## src/rtl/program_loader.sv

```systemverilog
// program_loader: writer-side companion to the CPU's 32 x 16-bit program memory.
// Packs a byte stream (high byte first) into instruction words, writes them to
// consecutive addresses from 0 and holds the CPU stalled while loading.
// Optional build macro PROGRAM_LOADER_CHECKSUM_EN adds a trailing XOR checksum
// byte that is compared against the running XOR of all accepted data bytes.
//
// state  | meaning
// IDLE   | waiting for start
// HI     | waiting for high byte of the current word
// LO     | waiting for low byte of the current word
// WRITE  | pm_we pulse for the assembled word
// CHK    | waiting for checksum byte (checksum build only)
// FINISH | one-cycle completion, then IDLE
module program_loader #(
    parameter int ADDR_W = 5,
    parameter int DEPTH  = 32,
    parameter int DATA_W = 16
) (
    input  logic              clk,
    input  logic              rst,
    input  logic              start,
    input  logic [5:0]        word_count,
    input  logic [7:0]        byte_in,
    input  logic              byte_valid,
    output logic              byte_ready,
    output logic              pm_we,
    output logic [ADDR_W-1:0] pm_addr,
    output logic [DATA_W-1:0] pm_wdata,
    output logic              cpu_hold,
    output logic              busy,
    output logic              done,
    output logic              err
);

`ifdef PROGRAM_LOADER_CHECKSUM_EN
    typedef enum logic [2:0] {S_IDLE, S_HI, S_LO, S_WRITE, S_FINISH, S_CHK} state_t;
`else
    typedef enum logic [2:0] {S_IDLE, S_HI, S_LO, S_WRITE, S_FINISH} state_t;
`endif

    localparam logic [5:0] DEPTH_C = 6'(DEPTH);

    state_t     state;
    state_t     state_nxt;
    logic [5:0] cnt;
    logic [7:0] hi_byte;
    logic [5:0] cnt_in;
    logic       xfer;
    logic       start_ok;
    logic       last_word;

`ifdef PROGRAM_LOADER_CHECKSUM_EN
    logic [7:0] csum;
`endif

    // requests above memory depth are clamped so the address never wraps
    assign cnt_in    = (word_count > DEPTH_C) ? DEPTH_C : word_count;
    assign xfer      = byte_valid & byte_ready;
    assign start_ok  = start & (state == S_IDLE);
    // cnt is at least 1 whenever WRITE is reached, so cnt - 1 never underflows
    assign last_word = (6'(pm_addr) == (cnt - 6'd1));

    // state register
    always_ff @(posedge clk or posedge rst) begin
        if (rst) begin
            state <= S_IDLE;
        end else begin
            state <= state_nxt;
        end
    end

    // next-state logic
    always_comb begin
        state_nxt = state;
        case (state)
            S_IDLE: begin
                if (start) begin
                    state_nxt = (cnt_in == 6'd0) ? S_FINISH : S_HI;
                end
            end
            S_HI: begin
                if (xfer) state_nxt = S_LO;
            end
            S_LO: begin
                if (xfer) state_nxt = S_WRITE;
            end
            S_WRITE: begin
                if (last_word) begin
`ifdef PROGRAM_LOADER_CHECKSUM_EN
                    state_nxt = S_CHK;
`else
                    state_nxt = S_FINISH;
`endif
                end else begin
                    state_nxt = S_HI;
                end
            end
`ifdef PROGRAM_LOADER_CHECKSUM_EN
            S_CHK: begin
                if (xfer) state_nxt = S_FINISH;
            end
`endif
            S_FINISH: state_nxt = S_IDLE;
            default:  state_nxt = S_IDLE;
        endcase
    end

    // outputs decoded from the registered state only, never from byte_valid
    always_comb begin
        byte_ready = 1'b0;
        pm_we      = 1'b0;
        case (state)
            S_HI:    byte_ready = 1'b1;
            S_LO:    byte_ready = 1'b1;
`ifdef PROGRAM_LOADER_CHECKSUM_EN
            S_CHK:   byte_ready = 1'b1;
`endif
            S_WRITE: pm_we = 1'b1;
            default: begin
                byte_ready = 1'b0;
                pm_we      = 1'b0;
            end
        endcase
    end

    // datapath and status flags; completion flags are set on the edge entering FINISH
    always_ff @(posedge clk or posedge rst) begin
        if (rst) begin
            cnt      <= '0;
            hi_byte  <= '0;
            pm_addr  <= '0;
            pm_wdata <= '0;
            busy     <= 1'b0;
            cpu_hold <= 1'b0;
            done     <= 1'b0;
            err      <= 1'b0;
`ifdef PROGRAM_LOADER_CHECKSUM_EN
            csum     <= '0;
`endif
        end else begin
            case (state)
                S_IDLE: begin
                    if (start_ok) begin
                        // a zero-length load completes at once with an error
                        cnt      <= cnt_in;
                        pm_addr  <= '0;
                        busy     <= (cnt_in != 6'd0);
                        cpu_hold <= (cnt_in != 6'd0);
                        done     <= (cnt_in == 6'd0);
                        err      <= (cnt_in == 6'd0);
`ifdef PROGRAM_LOADER_CHECKSUM_EN
                        csum     <= '0;
`endif
                    end
                end
                S_HI: begin
                    if (xfer) begin
                        hi_byte <= byte_in;
`ifdef PROGRAM_LOADER_CHECKSUM_EN
                        csum    <= csum ^ byte_in;
`endif
                    end
                end
                S_LO: begin
                    if (xfer) begin
                        pm_wdata <= DATA_W'({hi_byte, byte_in});
`ifdef PROGRAM_LOADER_CHECKSUM_EN
                        csum     <= csum ^ byte_in;
`endif
                    end
                end
                S_WRITE: begin
                    if (last_word) begin
`ifndef PROGRAM_LOADER_CHECKSUM_EN
                        busy     <= 1'b0;
                        cpu_hold <= 1'b0;
                        done     <= 1'b1;
`endif
                    end else begin
                        pm_addr <= pm_addr + ADDR_W'(1);
                    end
                end
`ifdef PROGRAM_LOADER_CHECKSUM_EN
                S_CHK: begin
                    if (xfer) begin
                        err      <= (byte_in != csum);
                        busy     <= 1'b0;
                        cpu_hold <= 1'b0;
                        done     <= 1'b1;
                    end
                end
`endif
                default: begin
                    cnt <= cnt;
                end
            endcase
        end
    end

endmodule

```

## config.mk

```make
export PLATFORM = sky130hd
export DESIGN_NAME = program_loader
export DESIGN_NICKNAME = d
export VERILOG_FILES = /design/src/rtl/program_loader.sv
export SDC_FILE = /design/constraint.sdc
export NUM_CORES = 1
export LEC_CHECK = 0
export ABC_AREA = 1
export CORE_AREA = 2 2 70 72
export DETAILED_ROUTE_END_ITERATION = 8
export DIE_AREA = 0 0 72 74
export PLACE_DENSITY_LB_ADDON = 0.05
export SKIP_CTS_REPAIR_TIMING = 1
export SYNTH_ARGS = -nofsm -noshare
export SYNTH_HDL_FRONTEND = slang
export SYNTH_SLANG_ARGS = --single-unit
export TNS_END_PERCENT = 5
```

## constraint.sdc

```tcl
create_clock -name clk -period 1.4 [get_ports clk]
set_input_delay 0.28 -clock clk [delete_from_list [all_inputs] [get_ports clk]]
set_output_delay 0.28 -clock clk [all_outputs]
set_load 0.01 [all_outputs]
```

==> metrics.csv, run 1 <==
stage;metric;value;unit
outcome;status;complete, but fails checks;
outcome;failing checks;setup timing;
timing;RSZ-0062 raised after global routing;true;
routing;vias;1671;
worst_setup_path;worst path cell trace;clkdlybuf4s50_1;
worst_setup_path;CP Capture Type;output port;
die;initial core utilization;0.429;
timing;# setup viols final;31;
timing;Final min period;1.60;ns
routing;Vias per Instance;4.65;
logic_synthesis;post-synth cell types;28;
clocking;clock-pin slew on the worst setup and hold paths;0.08;ns
timing;hold_ws;0.322;ns
routing;DR WL/cell;11.2;um
worst_setup_path;critical path fanouts, max;7;
worst_setup_path;worst path required time;1.12;ns
clocking;clk_lat worst skew;0.30;ns
final_layout;P&R area growth vs syn;45.2;%
logic_synthesis;Synth Area in Compound Gates;0.0737;
logic_synthesis;Yosys reg bits;41;
final_layout;most common cell after layout, fill and taps aside;nand2_1;
routing;TritonRoute pass-1 iters;4;
final_layout;nets;324;
flow_run;Max Cap Viol;0;
power_and_ir_drop;leakage;0.00151;uW
global_routing;global-route wire length before repair;6.83;mm
routing;Residual DRC;0;
logic_synthesis;Syn Nets;249;
logic_synthesis;post-synthesis mux area share;0.0514;
power_and_ir_drop;worst vdd ir;1190;uV
logic_synthesis;post-synthesis sequential area ratio;0.521;
clocking;CTS tree;built;
logic_synthesis;syn_area_per_cell;8.61;sq um
timing;Pins Over Slew Limit;0;
timing;final period utilization;1.14;
placed_design;PortBufs;44;
final_layout;most frequent cells in the layout;nand2_1, dfrtp_1, clkdlybuf4s50_1, buf_4, inv_1;
worst_hold_path;Hold Path Class;in -> async;
logic_synthesis;Synth Area in Adders;0.0127;
logic_synthesis;cell area after synthesis;1970;sq um
worst_setup_path;slowest stage delay, CP;0.57;ns
die;die area;5330;sq um
logic_synthesis;Post-Synth XOR/XNOR Area;0.0178;
final_layout;Ant. Diodes;0;
clocking;Root Buffer;clkbuf_8;
routing;post-route ant nets;0;
placed_design;Final HPWL DP;3.09;mm
timing;final worst slack;-0.197;ns
clocking;clock sink count;41;
clocking;htree depth;2;
clocking;Clock Tree Buf Depth;2;
logic_synthesis;cells after synthesis;229;
die;chip height;74;um
worst_setup_path;Slowest cell on crit path;clkdlybuf4s50_1;
clocking;CTS Buf Count;5;
logic_synthesis;post-synthesis simple-gate area fraction;0.239;
timing;fmax;626;MHz
global_routing;largest net degree at the start of global routing;42;
timing;Hold Vio Cnt, Final;0;
routing;DR iter-0 viols;66;
routing;drt total wl;4.02;mm
global_routing;gr usage total;0.170;
power_and_ir_drop;Pwr per Cell Area;2030;nW/um^2
timing;relative slew slack;0.819;
die;Site Rows;25;
global_routing;number of antenna violations at the first check in global routing;0;
timing;Worst Tran Pin Value;0.270;ns
final_layout;Fillers;429;
worst_setup_path;CP Launch Type;register;
global_routing;vias in the first global route;1519;
worst_setup_path;crit path kind;reg -> out;
logic_synthesis;main combinational cell family by area after synthesis;simple AND/OR/NAND/NOR gates;
power_and_ir_drop;Power Total;5820;uW
global_routing;Congestion Overflow GR;0;
die;Die X;72;um
die;Top Ports;45;
timing;Worst Clk Skew;0.00615;ns
placed_design;Placer Congestion;0.780;
worst_setup_path;Worst Path Arrival;1.32;ns
die;core box area;4600;sq um
worst_setup_path;worst path bufs/invs;1;
worst_setup_path;CP top delay family;buffers and inverters;
final_layout;share of layout cells above drive strength 1;0.243;
logic_synthesis;Warnings, synthesis;0;
==> final timing paths <==
path                                 start           end  slack [ns]  cells after the start
worst max-delay path            pm_addr[2]    pm_addr[2]       -0.20                      1
worst min-delay path                   rst        cnt[2]        0.32                      3
worst max register to register      cnt[0]    pm_addr[0]       -0.18                     11
worst min register to register  hi_byte[4]  pm_wdata[12]        0.49                      1
max in group asynchronous              rst    pm_addr[3]        0.85                      3
min in group clk                hi_byte[4]  pm_wdata[12]        0.49                      1
==> per-layer routing <==
| metal | routed length (um) | track usage | vias to the layer above |
|---|---|---|---|
| li1 | - | - | 868 |
| met1 | 1840 | 0.209 | 764 |
| met2 | 1880 | 0.278 | 31 |
| met3 | 216 | 0.0583 | 8 |
| met4 | 87 | 0.0713 | 0 |
| met5 | 0 | 0 | - |
==> where the power goes <==
part	total (uW)	switching [uW]	leakage [uW]	internal (uW)
Sequential	1970	297	0.000518	1670
Clock	988	408	0.0000574	579
Combinational	2860	1370	0.000932	1500
==> cells in the mapped netlist <==
library cell | count | area, sq um
nand2_4 | 3 | 33.8
nand4_1 | 1 | 6.26
dfrtp_1 | 41 | 1030
nand3_1 | 18 | 90.1
nor2_4 | 1 | 11.3
nor3b_1 | 2 | 15.0
buf_6 | 1 | 11.3
buf_2 | 2 | 10.0
nand2_1 | 63 | 236
nor2_2 | 3 | 18.8
mux2_1 | 5 | 56.3
ha_1 | 2 | 25.0
xnor2_1 | 2 | 17.5
clkbuf_1 | 1 | 3.75
buf_4 | 1 | 7.51
o21ai_1 | 8 | 40.0
a21boi_1 | 1 | 7.51
o21ai_0 | 12 | 60.1
a21oi_1 | 2 | 10.0
nand2_2 | 1 | 6.26
a211oi_1 | 1 | 7.51
mux2_4 | 3 | 45.0
xor2_1 | 2 | 17.5
nor2_1 | 14 | 52.6
o21a_1 | 1 | 7.51
inv_1 | 28 | 105
o22ai_1 | 2 | 12.5
inv_2 | 8 | 30.0
==> cell type report <==
class,instances,area [sq um],area share
clock buffers,6,82.6,0.0289
clock inverters,2,37.5,0.0131
inverters,36,135,0.0472
multi-input cells,147,820,0.286
flip-flops and latches,41,1030,0.360
well taps,54,67.6,0.0236
repair buffers,73,689,0.241
==> cell families (layout without fill, tap and decap cells) <==
family                   after synthesis  in the layout
flip-flops                            41             41
adder cells (fa/ha/maj)                2              2
XOR/XNOR                               4              4
buffers and inverters                 41            117
AO/OA/AOI/OAI                         27             27
AND/OR/NAND/NOR                      106            106
multiplexers                           8              8
==> registers in the layout (all words and copies together) (netlist names) <==
signal    flops
pm_wdata     16
hi_byte       8
cnt           6
pm_addr       5
state         3
busy          1
done          1
err           1
==> worst min-delay path, cell delays in order <==
cell             delay, ns
clkdlybuf4s50_1       0.39
inv_1                 0.09
buf_12                0.23
==> metrics by stage <==
step | setup WS [ns] | cells | setup TNS, ns | cell area [sq um] | utilization
after global placement | -0.177 | 349 | -2.30 | 2690 | 0.585
after CTS | -0.486 | 357 | -5.50 | 2810 | 0.611
after detailed placement | -0.200 | 349 | -2.89 | 2690 | 0.585
after floorplan | -0.0735 | 229 | -0.464 | 1990 | -
final | -0.197 | 359 | -2.88 | 2860 | 0.622
after global routing | -0.279 | 359 | -5.64 | 2860 | 0.622
Power figures use the tool's default switching activity.
==> inputs of run 2 (changes only) <==
Settings changed: SKIP_LAST_GASP from default to 1.
==> run 2 against run 1 <==
Total power is essentially flat. Sequential power is essentially flat. Combinational power about the same. Critical path type unchanged. Worst hold slack about the same. First-iteration DRC count grew 1.5%. Non-clock buffer count stayed put. Clock power about the same. Largest cell class unchanged. Largest power group unchanged. Die area stayed put. The run still ends with setup timing left.
==> metrics.csv, run 2 (same netlist as run 1, synthesis figures left out) <==
stage;metric;value;unit;change
die;core box area;4600;sq um;unchanged
clocking;clock-pin slew on the worst setup and hold paths;0.08;ns;about the same
placed_design;dpl ws;-0.200;ns;unchanged
power_and_ir_drop;combinational share of power;0.493;;about the same
flow_run;Max Cap Viol;0;;unchanged
worst_setup_path;CP top delay family;buffers and inverters;;
global_routing;Congestion Overflow GR;0;;unchanged
routing;drt total wl;4.01;mm;-0.25%
worst_setup_path;worst path required time;1.12;ns;about the same
power_and_ir_drop;leakage;0.00145;uW;-3.9%
timing;final worst slack;-0.211;ns;-0.0137 ns
final_layout;Layout Utilization;0.620;;-0.00245
worst_hold_path;Hold Path Class;in -> async;;
die;Die X;72;um;unchanged
final_layout;largest reg by FF count;pm_wdata;;
final_layout;max FFs per register;16;;unchanged
timing;fmax;621;MHz;-0.85%
die;die area;5330;sq um;unchanged
outcome;failing checks;setup timing;;
outcome;status;complete, but fails checks;;
clocking;Clock Tree Buf Depth;2;;unchanged
final_layout;nets;324;;unchanged
power_and_ir_drop;clock share of power;0.170;;about the same
final_layout;fin cells;359;;unchanged
final_layout;share of layout cells above drive strength 1;0.223;;-0.0197
global_routing;largest net degree at the start of global routing;42;;unchanged
routing;TritonRoute pass-1 iters;4;;unchanged
clocking;Root Buffer;clkbuf_8;;
timing;Pins Over Slew Limit;0;;unchanged
clocking;clock sink count;41;;unchanged
timing;Worst Clk Skew;0.00620;ns;+0.0000477 ns
power_and_ir_drop;sequential share of power;0.337;;about the same
power_and_ir_drop;sw power;2060;uW;-0.41%
global_routing;number of antenna violations at the first check in global routing;0;;unchanged
power_and_ir_drop;Pwr per Cell Area;2040;nW/um^2;+0.45%
worst_setup_path;crit path kind;reg -> out;;
clocking;CTS Buf Count;5;;unchanged
worst_setup_path;endpoint of the worst register-to-register path;pm_addr[0];;
timing;Final min period;1.61;ns;+0.0137 ns
clocking;CTS tree;built;;
die;chip height;74;um;unchanged
timing;Worst Tran Pin Value;0.270;ns;-0.00000167 ns
routing;Vias per Instance;4.68;;+0.48%
power_and_ir_drop;Sw Share;0.354;;-0.00167
global_routing;vias in the first global route;1519;;unchanged
timing;final period utilization;1.15;;+0.00980
routing;DR iter-0 viols;67;;+1.5%
global_routing;gr usage total;0.170;;unchanged
routing;Residual DRC;0;;unchanged
power_and_ir_drop;Power Internal;3760;uW;+0.32%
worst_setup_path;worst path bufs/invs;1;;unchanged
worst_setup_path;CP Launch Type;register;;
worst_setup_path;Reg2Reg Depth;11;;unchanged
routing;post-route ant nets;0;;unchanged
die;Site Rows;25;;unchanged
worst_setup_path;worst path cell trace;clkdlybuf4s50_1;;
timing;relative slew slack;0.819;;about the same
routing;DR WL/cell;11.2;um;-0.25%
clocking;htree depth;2;;unchanged
worst_setup_path;Slowest cell on crit path;clkdlybuf4s50_1;;
die;Top Ports;45;;unchanged
final_layout;Fillers;432;;+0.70%
placed_design;DP Cell Count;349;;unchanged
placed_design;Placer Congestion;0.780;;unchanged
global_routing;global-route wire length before repair;6.83;mm;unchanged
worst_setup_path;FF-to-FF Start;cnt[0];;
final_layout;most common cell after layout, fill and taps aside;nand2_1;;
worst_setup_path;Worst Path Arrival;1.33;ns;about the same
final_layout;Ant. Diodes;0;;unchanged
clocking;clk_lat worst skew;0.30;ns;about the same
worst_setup_path;reg2reg setup slack;-0.19;ns;about the same
timing;Hold Vio Cnt, Final;0;;unchanged
timing;# setup viols final;35;;+13%
die;initial core utilization;0.429;;unchanged
final_layout;biggest regs;pm_wdata x16, hi_byte x8, cnt x6;;
worst_setup_path;critical path fanouts, max;5;;-2
worst_setup_path;CP Capture Type;output port;;
routing;vias;1679;;+0.48%
placed_design;PortBufs;44;;unchanged
final_layout;P&R area growth vs syn;44.6;%;
power_and_ir_drop;worst vdd ir;1190;uV;about the same
placed_design;Final HPWL DP;3.09;mm;unchanged
final_layout;most frequent cells in the layout;nand2_1, clkdlybuf4s50_1, dfrtp_1, buf_4, inv_1;;
timing;RSZ-0062 raised after global routing;true;;
worst_setup_path;slowest stage delay, CP;0.58;ns;about the same
==> run 2: cell count changes in the layout (fill, tap and decap cells not counted), sizes merged <==
cell | before | now
clkbuf | 7 | 6
clkdlybuf4s50 | 38 | 42
dlymetal6s2s | 4 | 1
==> run 2: metrics by stage <==
step	hold WS, ns	power (uW)	TNS, ns	area (sq um)
2_1_floorplan	0.401	3510	-0.464	1990
3_3_place_gp	0.469	4730	-2.30	2690
3_5_place_dp	0.476	4780	-2.89	2690
4_1_cts	0.332	5790	-5.50	2810
5_1_grt	0.357	6320	-6.99	2850
6_report	0.323	5820	-3.75	2850
==> run 2: layout make-up <==
class	count	area, sq um	share of cell area
multi-input combinational	147	815	0.286
timing repair buffer	73	687	0.241
clock inverter	2	37.5	0.0132
clock buffer	6	82.6	0.0290
inverter	36	135	0.0474
sequential	41	1030	0.360
tap	54	67.6	0.0237
==> run 2: power groups by stage <==
stage / combinational [uW] / sequential (uW) / clock, uW
after detailed placement: 2810 / 1980 / 0
after global routing: 3220 / 2030 / 1070
after global placement: 2760 / 1970 / 0
after floorplan: 1440 / 2060 / 0
after CTS: 2810 / 1960 / 1020
final: 2870 / 1960 / 987
==> run 2: worst max path at each step <==
stage                from         end  slack [ns]  cells after the start
2_1_floorplan      cnt[0]  pm_addr[0]       -0.07                     11
3_3_place_gp       cnt[1]  pm_addr[0]       -0.18                     13
3_5_place_dp       cnt[1]  pm_addr[4]       -0.20                     13
4_1_cts          state[2]  byte_ready       -0.49                      4
5_1_grt            cnt[1]  pm_addr[0]       -0.28                     11
6_report       pm_addr[3]  pm_addr[3]       -0.21                      1
==> run 2: layer usage <==
layer | up-vias | GRT usage | share of wire
met5 | - | 0 | 0
li1 | 870 | - | -
met1 | 766 | 0.209 | 0.46
met2 | 35 | 0.278 | 0.47
met3 | 8 | 0.0583 | 0.054
met4 | 0 | 0.0713 | 0.022
